[src/rtl/rv_ctrl_pkg.sv]
// Shared encodings for the multicycle RV32I control unit: FSM states, opcodes,
// funct3 values, ALU operation codes and trap causes.
// Pure declarations plus one helper function; no logic of its own.
package rv_ctrl_pkg;

   typedef enum logic [2:0] {
      ST_IF   = 3'b000,
      ST_ID   = 3'b001,
      ST_EX   = 3'b010,
      ST_MEM  = 3'b011,
      ST_WB   = 3'b100,
      ST_TRAP = 3'b101
   } state_e;

   localparam logic [6:0] OP_R      = 7'b0110011;
   localparam logic [6:0] OP_I      = 7'b0010011;
   localparam logic [6:0] OP_LOAD   = 7'b0000011;
   localparam logic [6:0] OP_STORE  = 7'b0100011;
   localparam logic [6:0] OP_BRANCH = 7'b1100011;

   localparam logic [2:0] F3_ADD_SUB = 3'b000;
   localparam logic [2:0] F3_SLL     = 3'b001;
   localparam logic [2:0] F3_SLT     = 3'b010;
   localparam logic [2:0] F3_XOR     = 3'b100;
   localparam logic [2:0] F3_SR      = 3'b101;
   localparam logic [2:0] F3_OR      = 3'b110;
   localparam logic [2:0] F3_AND     = 3'b111;
   localparam logic [2:0] F3_LW      = 3'b010;
   localparam logic [2:0] F3_SW      = 3'b010;

   localparam logic [3:0] ALU_AND = 4'b0000;
   localparam logic [3:0] ALU_OR  = 4'b0001;
   localparam logic [3:0] ALU_ADD = 4'b0010;
   localparam logic [3:0] ALU_SUB = 4'b0110;
   localparam logic [3:0] ALU_SLT = 4'b0111;
   localparam logic [3:0] ALU_SRL = 4'b1000;
   localparam logic [3:0] ALU_SLL = 4'b1001;
   localparam logic [3:0] ALU_SRA = 4'b1010;
   localparam logic [3:0] ALU_XOR = 4'b1101;

   localparam logic [1:0] TC_NONE    = 2'b00;
   localparam logic [1:0] TC_ILLEGAL = 2'b01;
   localparam logic [1:0] TC_TIMEOUT = 2'b10;

   // BEQ/BGE are taken on Zero, BNE/BLT on !Zero; f3[0]^f3[2] marks the inverted pair.
   function automatic logic br_taken(input logic [2:0] f3, input logic zero);
      return zero ^ (f3[0] ^ f3[2]);
   endfunction

endpackage

[src/rtl/rv_alu_decode.sv]
// Combinational ALU operation and operand-B select decode from the instruction register.
// Zero latency; no handshake.
// Branches compare with SUB (BEQ/BNE) or SLT (BLT/BGE); unknown encodings fall back to ADD.
module rv_alu_decode
   import rv_ctrl_pkg::*;
(
   input  logic [31:0] ir,
   output logic [3:0]  alu_ctrl,
   output logic        alu_src
);

   logic [6:0] opcode;
   logic [2:0] f3;
   logic       unused_ir_bits;

   assign opcode         = ir[6:0];
   assign f3             = ir[14:12];
   assign unused_ir_bits = ^{ir[31], ir[29:15], ir[11:7]};

   // Map opcode/funct3/ir[30] to the datapath ALU code and immediate select.
   always_comb begin
      alu_ctrl = ALU_ADD;
      alu_src  = 1'b0;
      case (opcode)
         OP_R, OP_I: begin
            alu_src = (opcode == OP_I);
            case (f3)
               F3_ADD_SUB: alu_ctrl = (opcode == OP_R && ir[30]) ? ALU_SUB : ALU_ADD;
               F3_SLL:     alu_ctrl = ALU_SLL;
               F3_SLT:     alu_ctrl = ALU_SLT;
               F3_XOR:     alu_ctrl = ALU_XOR;
               F3_SR:      alu_ctrl = ir[30] ? ALU_SRA : ALU_SRL;
               F3_OR:      alu_ctrl = ALU_OR;
               F3_AND:     alu_ctrl = ALU_AND;
               default:    alu_ctrl = ALU_ADD;
            endcase
         end
         OP_LOAD, OP_STORE: alu_src = 1'b1;
         OP_BRANCH:         alu_ctrl = f3[2] ? ALU_SLT : ALU_SUB;
         default:           alu_ctrl = ALU_ADD;
      endcase
   end

endmodule

[src/rtl/multicycle_ctrl_hs.sv]
// Multicycle IF/ID/EX/MEM/WB control FSM with instruction register, memory wait/timeout and trap.
// Latency: ALU/branch 4 cycles, load/store 5 + data-memory wait cycles.
// Stalls in IF until instr_valid and in MEM until dReady; TRAP holds until reset.
module multicycle_ctrl_hs
   import rv_ctrl_pkg::*;
#(
   parameter int MEM_TIMEOUT = 16,
   parameter int CNT_WIDTH   = 32
)(
   input  logic                 clk,
   input  logic                 rst,
   input  logic [31:0]          instr,
   input  logic                 instr_valid,
   input  logic                 dReady,
   input  logic                 Zero,
   output logic [31:0]          ir,
   output logic [3:0]           ALUCtrl,
   output logic                 ALUSrc,
   output logic                 MemRead,
   output logic                 MemWrite,
   output logic                 MemToReg,
   output logic                 RegWrite,
   output logic                 loadPC,
   output logic                 PCSrc,
   output logic                 trap,
   output logic [1:0]           trap_cause,
   output logic [2:0]           state,
   output logic [CNT_WIDTH-1:0] instret
);

   localparam int WCW = (MEM_TIMEOUT < 2) ? 1 : $clog2(MEM_TIMEOUT + 1);

   state_e               state_q, state_d;
   logic [31:0]          ir_q, ir_d;
   logic [WCW-1:0]       wait_q, wait_d, wait_inc;
   logic [CNT_WIDTH-1:0] instret_q, instret_d;
   logic                 trap_q, trap_d;
   logic [1:0]           cause_q, cause_d;
   logic                 mem_rd_q, mem_rd_d, mem_wr_q, mem_wr_d, m2r_q, m2r_d;
   logic                 reg_wr_q, reg_wr_d, load_pc_q, load_pc_d, pc_src_q, pc_src_d;

   logic [6:0] opcode;
   logic [2:0] f3;
   logic       is_r, is_i, is_load, is_store, is_branch, legal;

   assign opcode    = ir_q[6:0];
   assign f3        = ir_q[14:12];
   assign is_r      = (opcode == OP_R);
   assign is_i      = (opcode == OP_I);
   assign is_load   = (opcode == OP_LOAD);
   assign is_store  = (opcode == OP_STORE);
   assign is_branch = (opcode == OP_BRANCH);
   // Legal branch funct3 values (000,001,100,101) all have bit 1 clear.
   assign legal     = is_r || is_i || (is_load && f3 == F3_LW) ||
                      (is_store && f3 == F3_SW) || (is_branch && !f3[1]);

   rv_alu_decode u_alu_decode (
      .ir       (ir_q),
      .alu_ctrl (ALUCtrl),
      .alu_src  (ALUSrc)
   );

   // Next state, bookkeeping registers, and strobes registered for the state being entered.
   always_comb begin
      state_d   = state_q;
      ir_d      = ir_q;
      wait_d    = wait_q;
      wait_inc  = wait_q + WCW'(1);
      instret_d = instret_q;
      trap_d    = trap_q;
      cause_d   = cause_q;
      case (state_q)
         ST_IF: if (instr_valid) begin
            ir_d    = instr;
            state_d = ST_ID;
         end
         ST_ID: if (legal) begin
            state_d = ST_EX;
         end else begin
            state_d = ST_TRAP;
            trap_d  = 1'b1;
            cause_d = TC_ILLEGAL;
         end
         ST_EX: if (is_load || is_store) begin
            state_d = ST_MEM;
            wait_d  = '0;
         end else begin
            state_d = ST_WB;
         end
         ST_MEM: if (dReady) begin
            state_d = ST_WB;
         end else begin
            wait_d = wait_inc;
            if (MEM_TIMEOUT != 0 && wait_inc == WCW'(MEM_TIMEOUT)) begin
               state_d = ST_TRAP;
               trap_d  = 1'b1;
               cause_d = TC_TIMEOUT;
            end
         end
         ST_WB: begin
            state_d   = ST_IF;
            instret_d = instret_q + CNT_WIDTH'(1);
         end
         ST_TRAP: state_d = ST_TRAP;
         default: state_d = ST_IF;
      endcase

      // Load keeps MemRead through WB so the read data stays valid for writeback.
      mem_rd_d  = is_load && (state_d == ST_MEM || state_d == ST_WB);
      mem_wr_d  = is_store && (state_d == ST_MEM);
      m2r_d     = is_load && (state_d == ST_WB);
      reg_wr_d  = (is_r || is_i || is_load) && (state_d == ST_WB);
      load_pc_d = (state_d == ST_WB);
      // Zero is sampled in EX, where the datapath computes the comparison.
      pc_src_d  = is_branch && (state_d == ST_WB) && br_taken(f3, Zero);
   end

   // All control state and registered outputs.
   always_ff @(posedge clk or negedge rst) begin
      if (!rst) begin
         state_q   <= ST_IF;
         ir_q      <= '0;
         wait_q    <= '0;
         instret_q <= '0;
         trap_q    <= 1'b0;
         cause_q   <= TC_NONE;
         mem_rd_q  <= 1'b0;
         mem_wr_q  <= 1'b0;
         m2r_q     <= 1'b0;
         reg_wr_q  <= 1'b0;
         load_pc_q <= 1'b0;
         pc_src_q  <= 1'b0;
      end else begin
         state_q   <= state_d;
         ir_q      <= ir_d;
         wait_q    <= wait_d;
         instret_q <= instret_d;
         trap_q    <= trap_d;
         cause_q   <= cause_d;
         mem_rd_q  <= mem_rd_d;
         mem_wr_q  <= mem_wr_d;
         m2r_q     <= m2r_d;
         reg_wr_q  <= reg_wr_d;
         load_pc_q <= load_pc_d;
         pc_src_q  <= pc_src_d;
      end
   end

   assign ir         = ir_q;
   assign MemRead    = mem_rd_q;
   assign MemWrite   = mem_wr_q;
   assign MemToReg   = m2r_q;
   assign RegWrite   = reg_wr_q;
   assign loadPC     = load_pc_q;
   assign PCSrc      = pc_src_q;
   assign trap       = trap_q;
   assign trap_cause = cause_q;
   assign state      = state_q;
   assign instret    = instret_q;

endmodule

[config.mk]
export PLATFORM = sky130hd
export DESIGN_NAME = multicycle_ctrl_hs
export DESIGN_NICKNAME = d
export VERILOG_FILES = /design/src/rtl/rv_ctrl_pkg.sv /design/src/rtl/rv_alu_decode.sv /design/src/rtl/multicycle_ctrl_hs.sv
export SDC_FILE = /design/constraint.sdc
export NUM_CORES = 1
export LEC_CHECK = 0
export CAP_MARGIN = 20
export CORE_MARGIN = 5
export CORE_UTILIZATION = 46
export CTS_CLUSTER_SIZE = 28
export DETAILED_ROUTE_END_ITERATION = 16
export GPL_ROUTABILITY_DRIVEN = 0
export PLACE_DENSITY = 0.92
export SLEW_MARGIN = 20
export SYNTH_ARGS = -nofsm -noshare
export SYNTH_HDL_FRONTEND = slang
export SYNTH_SLANG_ARGS = --single-unit
[constraint.sdc]
create_clock -name clk -period 3.1 [get_ports clk]
set_clock_uncertainty 0.2 [all_clocks]
set_input_delay 0.31 -clock clk [delete_from_list [all_inputs] [get_ports clk]]
set_output_delay 0.31 -clock clk [all_outputs]
set_load 0.05 [all_outputs]
==> results.md <==
* Mean cell area of the mapped netlist at ~12 um2
* Die span in x at 99.0 um
* Clock root buffer: sky130_fd_sc_hd__clkbuf_8
* Detail Placement HPWL at ~6400 um
* Share of the synthesized area in the top cell type at 55.7%
* Port bufs at ~120
* Vertical extent of the die at about 99 um
* Synth Register Bits at 81
* Number of cells after detailed placement at roughly 520
* Post-CTS Setup Bufs at 0
* End point of the critical path: ALUCtrl[2]
* Final design instance area without fill at roughly 0.0052 mm2
* Number of sinks driven by the clock tree at 81
* First-pass GRT wire length at ~14000 um
* Core area at slightly below 0.008 mm2
* Growth of design area from synthesis to finish at 42.4%
* Sort of element at the start of the critical path: register
* Final count of pins violating max slew at 0
* Total Routed Length at about 8800 um
* Wire length on met1 at 3410 um
* Startpoint of the tightest hold check path: instret[31]
* Total track usage at ~18%
* Residual overflow from global routing at 0
* R2r endpoint: instret[22]
* Share of cells above drive strength 1 at 14.4%
* CP Class: reg -> out
* Number of nets still failing antenna checks after routing at 0
* Max IR drop VDD at roughly 0.81 mV
* Post-Syn Instances at ~310
* Critical Path Fanout Max at 5
* Clock transition at the registers of the reported paths at 0.08 ns
* Number of standard cells in the layout, taps in and fillers out at about 530
* Number of global-route vias before repair at about 2900
* Vias at approximately 2800
* Clock tree from TritonCTS: done
* Rel. slew slack at between 50% and 60%
* Status: finished clean
* Cells taking the most area after synthesis: sky130_fd_sc_hd__dfrtp_1 56%, sky130_fd_sc_hd__mux2_2 9.6%, sky130_fd_sc_hd__xnor2_1 6.3%, sky130_fd_sc_hd__nand3_1 2.6%, sky130_fd_sc_hd__nand2_1 2.2%
* Number of antenna repair diodes at 0
* Dominant synthesized flop cell: sky130_fd_sc_hd__dfrtp_1
* Wire length on met3 at about 670 um
* Maximum capacitance violations at 0
* Largest area contributor in the netlist: sky130_fd_sc_hd__dfrtp_1
* Number of enable flip-flop cells after synthesis at 0
* Average wire per cell in the routed design at 16.4 um
* Post-DP Area at approximately 0.0049 mm2
* Crit. End Element: primary output
* Setup repair after global routing missed its margin: no
* Worst hold path type: reg -> reg
* H-tree levels at 3
* Antenna violations before repair at 0
* Net Count, Synth at around 340
* Sum of negative setup slack at 0 ns
* CP required at approximately 2.6 ns
* Pin count of the biggest net entering global routing at 82
* I/O pin total at around 120
* Die area at 0.00980 mm2
* Site row count at 32
* Final critical delay including setup and external delays at 2.88 ns
* Initial cell density of the core at between 40% and 50%
* Seq. cell area at 0.00203 mm2
* Ys Warns at 0
* Mapped cell area at 0.00364 mm2
* Final standard cell utilization of the core at ~67%
* Crit path DAT at approximately 2.4 ns
* Detailed-route DRC error count at 0
* Multi-input gate area in the final layout at roughly 0.0015 mm2
* Fillers at approximately 550
* Met2 layer wire length in the routed design at 4530 um
* Total power per unit cell area at 935 mW/mm2
* Max Clock Freq at roughly 0.35 GHz
* Worst-case clock buffer depth at 2
* Final worst path period share at 92.9%
* Top layer reached by signal wires: met4
* Number of cells traversed by the worst register-to-register path at 5
* Ys async rst share at 100%
* Count of final setup violators at 0
* Total clock buffers created by CTS at 9
* Count of endpoints failing hold in the final timing report at 0
* Iteration count of the initial detailed-routing pass at 5
* Worst r2r src: state[2]
* Worst-Margin Slew at roughly 0.71 ns
* Violation count after the first detailed-routing iteration at 64
* Detail-routed via count per cell at 5.24
* Post-synth cell types at between 40 and 50
* Standby leakage power at 0.00218 uW
* Min Hold Slack at 0.269 ns
* Setup slack of the most critical reg-to-reg path at 0.63 ns
* Origin of the worst setup path: ir[2]
* Worst skew pair latency at roughly 0.35 ns
* Nets at roughly 460
* Proportion of synthesized chip area in sequential cells at 55.7%
[worst min-delay path by stage]
stage	end	slack, ns	depth (start not counted)
2_1_floorplan	MemRead	-0.19	0
3_3_place_gp	instret[31]	0.25	1
3_5_place_dp	instret[31]	0.26	1
4_1_cts	instret[31]	0.27	1
5_1_grt	instret[31]	0.29	1
6_report	instret[31]	0.27	1
[kinds of logic after synthesis]
logic type | count (synthesis) | share of synthesized area (%)
compound gates | 31 | 5.36
xor+xnor | 35 | 8.62
fa+ha+maj | 2 | 0.687
buf+inv | 16 | 2.40
flops | 81 | 55.7
mux | 31 | 9.58
simple gates | 109 | 17.7
[per-stage QoR]
stage	setup slack, ns	power (uW)
after CTS	0.120	4880
after detailed placement	0.502	3840
final	0.220	4850
after global placement	0.553	3780
after floorplan	0.194	3070
after global routing	0.0795	5090
[what timing repair did]
| item | in CTS | in global routing |
|---|---|---|
| setup endpoints to repair | 0 | 1 |
| hold endpoints to repair | 81 | 0 |
| resized for setup | 0 | 1 |
| hold buffers | 1 | 0 |
[registers in the layout, indices dropped and copies added, names as in the netlist, 2 cells and up]
register    cells
state           3
wait_q          5
trap_cause      2
instret        32
ir             32
[worst max-delay path: stages, from the launching register on]
cell and delay (ns):
sky130_fd_sc_hd__dfrtp_1 0.40, sky130_fd_sc_hd__and4bb_2 0.36, sky130_fd_sc_hd__nand3b_1 0.18, sky130_fd_sc_hd__o21ai_0 0.25, sky130_fd_sc_hd__clkdlybuf4s50_1 0.84
[per-layer routing]
| metal | GRT usage, % | vias to the layer above |
|---|---|---|
| li1 | - | 1310 |
| met5 | 0 | - |
| met1 | 22.2 | 1351 |
| met2 | 31.9 | 112 |
| met3 | 5.31 | 15 |
| met4 | 5.99 | 0 |
[cell usage in the layout, fill, tap and decap left out, types with 3 or more instances in the layout]
cell type,count
sky130_fd_sc_hd__a21oi_1,8
sky130_fd_sc_hd__a22o_1,4
sky130_fd_sc_hd__and2_1,3
sky130_fd_sc_hd__and3_1,3
sky130_fd_sc_hd__bufinv_16,4
sky130_fd_sc_hd__clkbuf_8,11
sky130_fd_sc_hd__clkdlybuf4s50_1,115
sky130_fd_sc_hd__dfrtp_1,81
sky130_fd_sc_hd__inv_1,5
sky130_fd_sc_hd__mux2_2,31
sky130_fd_sc_hd__nand2_1,21
sky130_fd_sc_hd__nand2b_1,5
sky130_fd_sc_hd__nand3_1,19
sky130_fd_sc_hd__nand3_2,4
sky130_fd_sc_hd__nand4_1,6
sky130_fd_sc_hd__nor2_1,17
sky130_fd_sc_hd__nor2b_1,4
sky130_fd_sc_hd__nor3_1,8
sky130_fd_sc_hd__o21ai_0,10
sky130_fd_sc_hd__xnor2_1,26
sky130_fd_sc_hd__xor2_1,8
[layout make-up]
type / count / share of cell area, %
Tap cell: 102 / 2.46
Multi-Input combinational cell: 208 / 29.6
Timing Repair Buffer: 120 / 23.1
Inverter: 5 / 0.362
Clock inverter: 5 / 2.41
Sequential cell: 81 / 39.1
Clock buffer: 11 / 2.92
[Yosys cell counts, drive strengths merged, types with 2 or more instances]
master	number
a21o	2
and4	2
nor2	17
buf	6
nor4	3
nor3	8
nand3b	2
nor4b	2
o22ai	2
and3	3
and2	3
dfrtp	81
nor3b	2
clkbuf	5
o21ai	10
a22o	4
nor2b	4
nand2b	5
a311oi	2
xnor2	27
nand3	23
mux2	31
nand2	21
ha	2
nand4	8
a21oi	8
inv	5
xor2	8
[power by group]
group / switching (uW) / internal (uW) / leakage [uW]
Sequential: 274 / 1320 / 0.00104
Clock: 371 / 659 / 0.000140
Combinational: 1400 / 827 / 0.000999
Total: 2040 / 2810 / 0.00218
Note: power is estimated with default switching activity, not from simulation.
